==> src/rtl/serial_subtractor.sv <==
// Bit-serial unsigned subtractor: one full-subtractor cell, LSB first, WIDTH+1 cycle issue.
// start/busy/done handshake; d and borrow update only on the completion edge.
module serial_subtractor #(
  parameter int unsigned WIDTH = 3
) (
  input  logic             clk,
  input  logic             rst,
  input  logic             start,
  input  logic [WIDTH-1:0] a,
  input  logic [WIDTH-1:0] b,
  output logic             busy,
  output logic             done,
  output logic [WIDTH-1:0] d,
  output logic             borrow
);

  localparam int unsigned CW = $clog2(WIDTH + 1);
  localparam logic [CW-1:0] LAST = CW'(WIDTH - 1);

  typedef enum logic [1:0] {IDLE, RUN, DONE} state_t;

  state_t           state;
  logic [WIDTH-1:0] a_sh;
  logic [WIDTH-1:0] b_sh;
  logic [WIDTH-1:0] r_sh;
  logic             bin;
  logic [CW-1:0]    cnt;

  logic ai;
  logic bi;
  logic diff_c;
  logic bnext_c;

  // Full-subtractor cell on the current LSBs
  assign ai      = a_sh[0];
  assign bi      = b_sh[0];
  assign diff_c  = ai ^ bi ^ bin;
  assign bnext_c = (~ai & bi) | (~(ai ^ bi) & bin);

  always_ff @(posedge clk) begin
    if (rst) begin
      state  <= IDLE;
      a_sh   <= '0;
      b_sh   <= '0;
      r_sh   <= '0;
      bin    <= 1'b0;
      cnt    <= '0;
      busy   <= 1'b0;
      done   <= 1'b0;
      d      <= '0;
      borrow <= 1'b0;
    end else begin
      done <= 1'b0;
      case (state)
        // DONE doubles as an accept slot so back-to-back issue runs at WIDTH+1 cycles
        IDLE, DONE: begin
          if (start) begin
            a_sh  <= a;
            b_sh  <= b;
            r_sh  <= '0;
            bin   <= 1'b0;
            cnt   <= '0;
            busy  <= 1'b1;
            state <= RUN;
          end else begin
            state <= IDLE;
          end
        end
        RUN: begin
          r_sh <= {diff_c, r_sh[WIDTH-1:1]};
          a_sh <= a_sh >> 1;
          b_sh <= b_sh >> 1;
          bin  <= bnext_c;
          cnt  <= cnt + CW'(1);
          if (cnt == LAST) begin
            d      <= {diff_c, r_sh[WIDTH-1:1]};
            borrow <= bnext_c;
            done   <= 1'b1;
            busy   <= 1'b0;
            state  <= DONE;
          end
        end
        default: state <= IDLE;
      endcase
    end
  end

endmodule

==> config.mk <==
export PLATFORM = sky130hd
export DESIGN_NAME = serial_subtractor
export DESIGN_NICKNAME = d
export VERILOG_FILES = /design/src/rtl/serial_subtractor.sv
export SDC_FILE = /design/constraint.sdc
export NUM_CORES = 1
export LEC_CHECK = 0
export ABC_CLOCK_PERIOD_IN_PS = 1500
export CORE_MARGIN = 3
export CORE_UTILIZATION = 49
export CTS_CLUSTER_DIAMETER = 100
export DETAILED_ROUTE_END_ITERATION = 8
export PLACE_DENSITY = 0.75
export SYNTH_ARGS = -nofsm -noshare
export SYNTH_HDL_FRONTEND = slang
export SYNTH_SLANG_ARGS = --single-unit
==> constraint.sdc <==
create_clock -name clk -period 1.5 [get_ports clk]
set_clock_uncertainty 0.1 [all_clocks]
set_input_delay 0.225 -clock clk [delete_from_list [all_inputs] [get_ports clk]]
set_output_delay 0.225 -clock clk [all_outputs]
set_load 0.02 [all_outputs]
==> results.py <==
metrics = {
    "run_status": {
        "status": "complete, no violations",
    },
    "global_route": {
        "grt_pass1_wl_um": 2620,
        "grtUsageTotal_pct": 16.8,
        "antenna_found_initial": 0,
        "first_global_vias": 628,
        "grt-ovfl-total": 0,
        "grt_max_degree": 20,
    },
    "logic_synthesis": {
        "synth.avg_cell_area_um2": 9.07,
        "synth_common_cells": "dfxtp_1, nand2_1, a21oi_1, nor2_1, nand3_1",
        "seq_area_frac_synth_pct": 47.1,
        "synth_edf_count": 0,
        "yosys_register_bits": 19,
        "synth_cell_types": 21,
        "synthTopCellsByArea": "dfxtp_1, a311oi_2, nand2_1",
        "yosysTopAreaCellShare_pct": 47.1,
        "yosysMostFrequentCell": "dfxtp_1",
        "ys.flop_type": "dfxtp_1",
        "synth_top_area_cell": "dfxtp_1",
        "syn-num-nets": 100,
        "syn-cell-area_um2": 807,
        "postSynthCellCount": 89,
        "synthArstFlopShare_pct": 0,
        "yosysWarnings": 0,
    },
    "sta": {
        "grt_setup_unrepaired": "no",
        "tns_ns": 0,
        "tightest_slew_ns": 0.272,
        "whs_ns": 0.354,
        "period_minus_slack_ns": 1.35,
        "hold_violations": 0,
        "finalSetupViolCount": 0,
        "fin_crit_sh_pct": 90.0,
        "slew_headroom_pct": 81.8,
        "fmax_mhz": 741,
        "slew_viol_final": 0,
        "layout_setup_ws_ns": 0.151,
    },
    "clocking": {
        "cts_tree": "yes",
        "clockBufferDepth": 2,
        "cts-root-buf": "clkbuf_4",
        "cts.sink_count": 19,
        "numCtsBuffers": 3,
        "clkSlewWorstSetupHoldPaths_ns": 0.11,
        "holdBufCountCts": 0,
        "clock_latency_ns": 0.29,
        "post_cts_buffers": 0,
        "ctsHtreeMaxLevel": 1,
    },
    "finish": {
        "fin_cells": 121,
        "fillCellCount": 142,
        "n_antenna_cell": 0,
        "final_util_pct": 64.4,
        "multi_input_area_um2": 369,
        "final-seq-area_um2": 380,
        "areaGrowthSynthToFinish_pct": 21.7,
        "drive_above_1_share_pct": 13.3,
        "nNetsFinal": 117,
        "final_area_um2": 982,
    },
    "power": {
        "power_mw": 0.951,
        "power_leakage_nw": 0.381,
        "power_per_cell_area_mw_per_mm2": 968,
        "vdd_drop_max_uv": 562,
    },
    "detailed_routing": {
        "drt_drc_violations_left": 0,
        "antenna_left": 0,
        "first_pass_iters": 2,
        "post_drt_wl_per_cell_um": 12.4,
        "first_iter_violations": 4,
        "vias": 645,
        "totalWireLength_um": 1500,
        "vias_per_cell": 5.33,
    },
    "critical_path": {
        "cp_slowest_cell": "fa_1",
        "cp_max_fo": 2,
        "crit_required_ns": 1.63,
        "crit_type": "reg2reg",
        "arrival_ns": 1.47,
        "critical_path.cell_chain": "inv_1 -> fa_1 -> nor3b_1 -> a31oi_1 -> nor2_1",
        "path_delay_family": "adder cells",
        "end_kind": "flip-flop",
        "cp-start-kind": "flip-flop",
        "cp_num_buf_inv": 1,
        "slowest_delay_ns": 0.43,
    },
    "placed_design": {
        "dp.cells": 117,
        "io_buffer_count": 14,
        "post-place-ws_ns": 0.0287,
        "gp_congestion": 0.762,
        "placed_area_um2": 963,
        "dp.final_hpwl_um": 1090,
    },
    "job": {
        "drv_cap": 0,
    },
    "floorplanning": {
        "start_util_pct": 53.0,
        "die_h_um": 46.6,
        "io_pins": 15,
        "core-area_mm2": 0.00152,
        "die_area_mm2": 0.00217,
        "fp.dieW_um": 46.6,
        "num_rows": 14,
    },
    "worst_hold_path": {
        "holdCritPathClass": "reg2reg",
    },
}
[cells by family after synthesis]
kind of cell / share of synthesized area [%]
AOI/OAI and AO/OA: 18.0
buffers and inverters: 7.13
and+or+nand+nor: 23.7
adders and majority gates: 4.03
DFF: 47.1
[tightest hold or removal path, stage by stage, from the launching register on]
cell     delay (ns)
dfxtp_1        0.32
nand2_1        0.05
a21oi_1        0.05
[sequential cells by signal, summed over array words and instances (netlist names)]
register	flops
d	3
busy	1
a_sh	3
done	1
state	2
r_sh	2
b_sh	3
bin	1
cnt	2
borrow	1
[path summary, 6_finish.rpt]
path / start / end / slack (ns) / cells after the start
max: b_sh[0]$_SDFFE_PP0P_ / bin$_SDFFE_PP0P_ / 0.15 / 5
min: d[0]$_SDFFE_PP0P_ / d[0]$_SDFFE_PP0P_ / 0.35 / 2
max reg2reg: b_sh[0]$_SDFFE_PP0P_ / bin$_SDFFE_PP0P_ / 0.15 / 5
min reg2reg: d[0]$_SDFFE_PP0P_ / d[0]$_SDFFE_PP0P_ / 0.35 / 2
[what timing repair did]
item,in CTS,in global routing
setup endpoints to repair,6,0
resized for setup,6,0
endpoints found under the hold margin,0,0
[final cells by class]
| cell class | instances | share of cell area, % |
|---|---|---|
| Multi-Input combinational cell | 61 | 37.6 |
| Timing Repair Buffer | 18 | 17.8 |
| Clock buffer | 4 | 2.68 |
| Sequential cell | 19 | 38.7 |
| Tap cell | 16 | 2.04 |
| Inverter | 3 | 1.15 |
[routing by layer]
layer  part of all wire [%]  global-route usage, %  vias up
met5                      0                      0        -
met4                   0.93                   6.82        0
met3                    3.8                   3.52        2
met2                     47                   27.7       10
met1                     49                   20.9      298
li1                       -                      -      335
[power by group]
group          switching (mW)  internal, mW
Combinational          0.0821        0.0744
Sequential             0.0170         0.530
Clock                   0.144         0.103
Total                   0.243         0.708
[placed cells by master (no fill, tap or decap), drive strengths merged]
master         count
a31oi              2
nand2             16
a311oi             5
clkdlybuf4s50      8
a21oi             10
and2b              2
fa                 1
dfxtp             19
buf                4
dlygate4sd2        6
nand3b             1
inv                3
o21a               1
nand3              8
clkbuf             4
nor2              10
ha                 1
nand2b             2
nor3b              2
(Power assumes the default switching activity.)
